### src/rtl/inst_loader_pkg.sv
// Shared types and constants for the instruction loader.
// Holds the FSM encoding and the serial word framing.
package inst_loader_pkg;

   localparam int BYTES_PER_WORD = 3;
   localparam int WORD_W         = 19;
   localparam int BCNT_W         = 2;

   typedef enum logic [2:0] {
      S_IDLE   = 3'd0,
      S_HDR    = 3'd1,
      S_DATA   = 3'd2,
      S_WRITE  = 3'd3,
      S_FINISH = 3'd4
   } state_t;

   // A final byte may only carry the 3 top bits of a word.
   function automatic logic top_byte_bad(input logic [7:0] b);
      return |b[7:3];
   endfunction

endpackage

### src/rtl/inst_loader_if.sv
// Byte-stream input and instruction-memory write bus.
// master is the loader side, slave the stream source / memory.
interface inst_loader_if #(
   parameter int AW = 19,
   parameter int DW = 19
);

   logic [7:0]    byte_in;
   logic          byte_valid;
   logic          byte_ready;
   logic          imem_we;
   logic [AW-1:0] imem_addr;
   logic [DW-1:0] imem_wdata;

   modport master (
      input  byte_in,
      input  byte_valid,
      output byte_ready,
      output imem_we,
      output imem_addr,
      output imem_wdata
   );

   modport slave (
      output byte_in,
      output byte_valid,
      input  byte_ready,
      input  imem_we,
      input  imem_addr,
      input  imem_wdata
   );

endinterface

### src/rtl/inst_loader_byte_assembler.sv
// Builds a 19-bit little-endian word from 3 serial bytes.
// word shows the value including a byte taken this cycle.
module byte_assembler
   import inst_loader_pkg::*;
(
   input  logic              clk,
   input  logic              rst,
   input  logic              clr,
   input  logic              take,
   input  logic [7:0]        byte_in,
   output logic              last,
   output logic              fmt_bad,
   output logic [WORD_W-1:0] word
);

   logic [WORD_W-1:0] word_q, word_d;
   logic [BCNT_W-1:0] cnt_q, cnt_d;

   assign last    = take && (cnt_q == BCNT_W'(BYTES_PER_WORD - 1));
   assign fmt_bad = last && top_byte_bad(byte_in);
   assign word    = word_d;

   // Place each accepted byte into its slot and advance the count.
   always_comb begin
      word_d = word_q;
      cnt_d  = cnt_q;
      if (clr) begin
         word_d = '0;
         cnt_d  = '0;
      end else if (take) begin
         unique case (cnt_q)
            2'd0:    word_d[7:0]   = byte_in;
            2'd1:    word_d[15:8]  = byte_in;
            default: word_d[18:16] = byte_in[2:0];
         endcase
         cnt_d = last ? '0 : cnt_q + 2'd1;
      end
   end

   // Assembly register and byte counter.
   always_ff @(posedge clk) begin
      if (rst) begin
         word_q <= '0;
         cnt_q  <= '0;
      end else begin
         word_q <= word_d;
         cnt_q  <= cnt_d;
      end
   end

endmodule

### src/rtl/inst_loader.sv
// Serial instruction loader: header word count, then N words
// written to instruction memory while the CPU is held.
module inst_loader
   import inst_loader_pkg::*;
#(
   parameter int AW = 19,
   parameter int DW = 19
) (
   input  logic         clk,
   input  logic         rst,
   input  logic         start,
   inst_loader_if.master bus,
   output logic         cpu_hold,
   output logic         pc_clear,
   output logic         busy,
   output logic         done,
   output logic         fmt_err
);

   state_t            state_q, state_d;
   logic [AW-1:0]     addr_q, addr_d;
   logic [WORD_W-1:0] wcnt_q, wcnt_d;
   logic              fmt_q, fmt_d;

   logic              sess_start;
   logic              xfer;
   logic              hdr_take, hdr_last, hdr_bad;
   logic              dat_take, dat_last, dat_bad;
   logic [WORD_W-1:0] n_words;
   logic [WORD_W-1:0] dat_word;

   assign sess_start = (state_q == S_IDLE) && start;
   assign xfer       = bus.byte_valid && bus.byte_ready;
   assign hdr_take   = xfer && (state_q == S_HDR);
   assign dat_take   = xfer && (state_q == S_DATA);

   byte_assembler u_hdr (
      .clk     (clk),
      .rst     (rst),
      .clr     (sess_start),
      .take    (hdr_take),
      .byte_in (bus.byte_in),
      .last    (hdr_last),
      .fmt_bad (hdr_bad),
      .word    (n_words)
   );

   byte_assembler u_dat (
      .clk     (clk),
      .rst     (rst),
      .clr     (sess_start),
      .take    (dat_take),
      .byte_in (bus.byte_in),
      .last    (dat_last),
      .fmt_bad (dat_bad),
      .word    (dat_word)
   );

   // State register.
   always_ff @(posedge clk) begin
      if (rst) begin
         state_q <= S_IDLE;
      end else begin
         state_q <= state_d;
      end
   end

   // Next-state logic.
   always_comb begin
      state_d = state_q;
      unique case (state_q)
         S_IDLE: begin
            if (start) state_d = S_HDR;
         end
         S_HDR: begin
            if (hdr_last) begin
               state_d = (n_words == '0) ? S_FINISH : S_DATA;
            end
         end
         S_DATA: begin
            if (dat_last) state_d = S_WRITE;
         end
         S_WRITE: begin
            if ((wcnt_q + WORD_W'(1)) == n_words) begin
               state_d = S_FINISH;
            end else begin
               state_d = S_DATA;
            end
         end
         S_FINISH: begin
            state_d = S_IDLE;
         end
         default: begin
            state_d = S_IDLE;
         end
      endcase
   end

   // Address, written-word count and sticky format error.
   always_comb begin
      addr_d = addr_q;
      wcnt_d = wcnt_q;
      fmt_d  = fmt_q | hdr_bad | dat_bad;
      if (sess_start) begin
         addr_d = '0;
         wcnt_d = '0;
         fmt_d  = 1'b0;
      end else if (state_q == S_WRITE) begin
         addr_d = addr_q + AW'(1);
         wcnt_d = wcnt_q + WORD_W'(1);
      end
   end

   // Datapath registers.
   always_ff @(posedge clk) begin
      if (rst) begin
         addr_q <= '0;
         wcnt_q <= '0;
         fmt_q  <= 1'b0;
      end else begin
         addr_q <= addr_d;
         wcnt_q <= wcnt_d;
         fmt_q  <= fmt_d;
      end
   end

   // Outputs decoded from the current state; bus idles at zero.
   always_comb begin
      bus.byte_ready = 1'b0;
      bus.imem_we    = 1'b0;
      bus.imem_addr  = '0;
      bus.imem_wdata = '0;
      busy           = (state_q != S_IDLE);
      cpu_hold       = (state_q != S_IDLE);
      pc_clear       = 1'b0;
      done           = 1'b0;
      fmt_err        = fmt_q;
      unique case (state_q)
         S_HDR, S_DATA: begin
            bus.byte_ready = 1'b1;
         end
         S_WRITE: begin
            bus.imem_we    = 1'b1;
            bus.imem_addr  = addr_q;
            bus.imem_wdata = DW'(dat_word);
         end
         S_FINISH: begin
            pc_clear = 1'b1;
            done     = 1'b1;
         end
         default: begin
            bus.byte_ready = 1'b0;
         end
      endcase
   end

endmodule

### src/flat_wrapper.sv
// flat-port wrapper written by rule: the top's interface ports become plain ports
module inst_loader_flat import inst_loader_pkg::*;
#(
   parameter int AW = 19,
   parameter int DW = 19
)
  (clk, rst, start, cpu_hold, pc_clear, busy, done, fmt_err, bus_byte_in, bus_byte_valid, bus_byte_ready, bus_imem_we, bus_imem_addr, bus_imem_wdata);
  inst_loader_if #(.AW(AW), .DW(DW)) bus_i ();
  input  logic clk;
  input  logic rst;
  input  logic start;
  output logic cpu_hold;
  output logic pc_clear;
  output logic busy;
  output logic done;
  output logic fmt_err;
  input wire logic [$bits(bus_i.byte_in)-1:0] bus_byte_in;
  input wire logic [$bits(bus_i.byte_valid)-1:0] bus_byte_valid;
  output wire logic [$bits(bus_i.byte_ready)-1:0] bus_byte_ready;
  output wire logic [$bits(bus_i.imem_we)-1:0] bus_imem_we;
  output wire logic [$bits(bus_i.imem_addr)-1:0] bus_imem_addr;
  output wire logic [$bits(bus_i.imem_wdata)-1:0] bus_imem_wdata;
  assign bus_i.byte_in = bus_byte_in;
  assign bus_i.byte_valid = bus_byte_valid;
  assign bus_byte_ready = bus_i.byte_ready;
  assign bus_imem_we = bus_i.imem_we;
  assign bus_imem_addr = bus_i.imem_addr;
  assign bus_imem_wdata = bus_i.imem_wdata;
  inst_loader #(.AW(AW), .DW(DW)) u_core (.clk(clk), .rst(rst), .start(start), .bus(bus_i), .cpu_hold(cpu_hold), .pc_clear(pc_clear), .busy(busy), .done(done), .fmt_err(fmt_err));
endmodule
### config.mk
export PLATFORM = sky130hd
export DESIGN_NAME = inst_loader_flat
export DESIGN_NICKNAME = d
export VERILOG_FILES = /design/src/rtl/inst_loader_pkg.sv /design/src/rtl/inst_loader_if.sv /design/src/rtl/inst_loader_byte_assembler.sv /design/src/rtl/inst_loader.sv /design/src/flat_wrapper.sv
export SDC_FILE = /design/constraint.sdc
export NUM_CORES = 1
export LEC_CHECK = 0
export ABC_AREA = 1
export CAP_MARGIN = 20
export CORE_UTILIZATION = 60
export DETAILED_ROUTE_END_ITERATION = 6
export MAX_ROUTING_LAYER = met4
export PLACE_DENSITY_LB_ADDON = 0.25
export SLEW_MARGIN = 5
export SYNTH_ARGS = -nofsm -noshare
export SYNTH_HDL_FRONTEND = slang
export SYNTH_HIERARCHICAL = 1
export SYNTH_SLANG_ARGS = --single-unit
### constraint.sdc
create_clock -name clk -period 7 [get_ports clk]
set_input_delay 1.4 -clock clk [delete_from_list [all_inputs] [get_ports clk]]
set_output_delay 1.4 -clock clk [all_outputs]
set_load 0.03 [all_outputs]
==> flow_summary.json <==
{
  "outcome": "finished clean",
  "worst_slew_pin_slew_ns": 0.884,
  "holdPathStages": 1,
  "postSynthAreaPerCell_um2": 5.95,
  "crit_path_end_kind": "output port",
  "cts-root-buf": "clkbuf_8",
  "ios": 57,
  "synth_cells": 850,
  "synth.cell_area_mm2": 0.00506,
  "grt_setup_unrepaired": "false",
  "grt_overflow": 0,
  "n_fill_cell": 678,
  "ys_ff_latch": 84,
  "antenna_found_initial": 0,
  "vias_per_cell": 5.30,
  "arrival_ns": 3.77,
  "max_freq_mhz": 193,
  "postRouteAntennaNets": 0,
  "final_net_count": 913,
  "cts_hold_buffers": 0,
  "yosysMostFrequentCell": "inv_1",
  "fin_crit_ns": 5.17,
  "grt_pass1_vias": 4893,
  "rrSetupSlack_ns": 3.93,
  "setup_violations": 0,
  "htree_num_levels": 3,
  "reg2reg_to": "u_core/state_q[1]",
  "cts_buffer_depth": 2,
  "drt_pre_antenna_iters": 5,
  "die_h_um": 93.8,
  "worstSetupEndpoint": "bus_imem_wdata[18]",
  "regArea_mm2": 0.00168,
  "place_ws_ns": 1.83,
  "hold_viol_final": 0,
  "cts_buffers": 9,
  "cts.clk_slew.worst_paths_ns": 0.08,
  "wl_per_cell_um": 12.8,
  "hold_class": "flop to flop",
  "maxSlewViolCount": 0,
  "r2r-start": "u_core/state_q[0]",
  "grt_pass1_wl_um": 21300,
  "area_growth_pct": 16.0,
  "p_leak_uw": 0.00275,
  "crit_required_ns": 5.60,
  "synth_edf_count": 0,
  "async_flop_share_pct": 0,
  "whs_ns": 0.482,
  "die_w_um": 93.8,
  "grt_max_degree": 66,
  "cts_tree": "done",
  "start_kind": "input port",
  "dp_hpwl_um": 9440,
  "min_period_over_period_pct": 73.9,
  "postCtsSetupBuffers": 0,
  "finClkSkew_ns": 0.0114,
  "timing.final.ws_setup_ns": 1.83,
  "drtIter0Drc": 402,
  "synthTopCellsByArea": "dfxtp_1 (33%), inv_1 (15%), nand2_1 (14%), nor2_1 (9.4%), nand3_1 (9.3%)",
  "synth_top_cell_by_area": "dfxtp_1",
  "ys_warn_count": 6,
  "yosysSeqAreaShare_pct": 33.3,
  "core-area_mm2": 0.00818,
  "maxSlewHeadroom_pct": 41.0,
  "place_congestion": 0.917,
  "final.setup.tns_ns": 0,
  "power_density_mw_per_mm2": 225,
  "crit_fanout": 19,
  "multiInputGateArea_mm2": 0.00254,
  "diodes": 0,
  "wirelength_um": 12900,
  "start_util_pct": 61.9,
  "drive_above_1_share_pct": 5.31,
  "vias": 5349,
  "track_usage_pct": 31.1,
  "drc": 0,
  "yosysTopAreaCellShare_pct": 33.3,
  "io_buffers": 56,
  "rows": 33,
  "ir_drop_v": 0.000112,
  "yosysUniqueCellTypes": 37,
  "die_area_mm2": 0.00880,
  "crit_type": "input port to output port",
  "clk_latency_ns": 0.36,
  "cts.sink_count": 84,
  "synth-main-ff-cell": "dfxtp_1",
  "reg2reg_depth": 20,
  "cts_resized": 0,
  "maxCapViolations": 0,
  "synthTopCellsByCount": "inv_1 (196), nand2_1 (183), nor2_1 (127)",
  "cp-startpoint": "start",
  "syn_nets": 864
}
[logic make-up (layout without fill, tap and decap cells)]
group	after synthesis	count (layout)	share of synthesized area, %
buf+inv	220	274	16.6
flops	84	84	33.3
simple gates	466	466	41.4
compound gates	78	78	8.29
fa+ha+maj	2	2	0.495
[metrics by stage]
stage                     cell area [um2]  utilization [%]  cells  total power (uW)
after detailed placement             5680             69.5    993               990
final                                5870             71.7   1009              1320
after global routing                 5870             71.7   1009              1400
after floorplan                      5060                -    850               874
after CTS                            5870             71.7   1009              1320
after global placement               5680             69.5    993               976
[cell type report]
| type | instances | share of cell area, % |
|---|---|---|
| tap | 105 | 2.24 |
| multi-input combinational | 546 | 43.3 |
| inverter | 200 | 12.8 |
| sequential | 84 | 28.7 |
| timing repair buffer | 58 | 9.81 |
| clock inverter | 6 | 0.789 |
| clock buffer | 10 | 2.35 |
[critical path, stage by stage]
cell and delay, ns:
clkdlybuf4s50_1 0.48, inv_1 0.04, nor2_1 0.25, clkinv_1 0.50
o21ai_0 0.31, nor2_1 0.07, inv_1 0.06, nor2_1 0.04
clkdlybuf4s50_1 0.62
[worst min path at each step]
stage	end	start
CTS	u_core/addr_q[17]	u_core/addr_q[16]
global placement	u_core/addr_q[14]	u_core/addr_q[14]
finish	u_core/addr_q[17]	u_core/addr_q[16]
floorplan	u_core/addr_q[14]	u_core/addr_q[14]
detailed placement	u_core/addr_q[18]	u_core/addr_q[18]
global route	u_core/addr_q[17]	u_core/addr_q[16]
[state kept, by name (all words and copies together), names as in the netlist]
name                 flops
u_core/addr_q           19
u_core/fmt_err           1
u_core/state_q           3
u_core/u_dat/cnt_q       2
u_core/u_dat/word_q     19
u_core/u_hdr/cnt_q       2
u_core/u_hdr/word_q     19
u_core/wcnt_q           19
[power breakdown]
part           internal, uW  total (uW)  switching (uW)
clock network           141         329             188
registers               508         529            21.7
logic                   142         459             317
[cell usage in the layout (no fill, tap or decap), types with 2 or more instances in the layout]
cell type        count
inv_1              196
nand2_1            183
nor2_1             127
nand3_1             93
dfxtp_1             84
clkdlybuf4s50_1     56
o21ai_0             33
a21oi_1             32
nor3_1              16
clkbuf_8            10
nand4_1             10
nor2_2               6
nor4_1               6
nand3_2              4
nor2_4               4
o211ai_1             4
nand2_2              3
nand3b_1             3
o21ai_1              3
or2_2                3
clkinvlp_4           2
inv_6                2
nor4_2               2
ha_1                 2
buf_4                2
clkinv_1             2
inv_2                2
a211oi_1             2
[per-layer routing]
layer	track usage [%]	share of wire [%]	vias up
met5	-	0	-
met4	12.1	1.9	0
met3	4.61	7.0	29
met2	53.3	48	220
met1	36.5	43	2399
li1	-	-	2701
No activity file was read; power rests on OpenSTA's default activity.
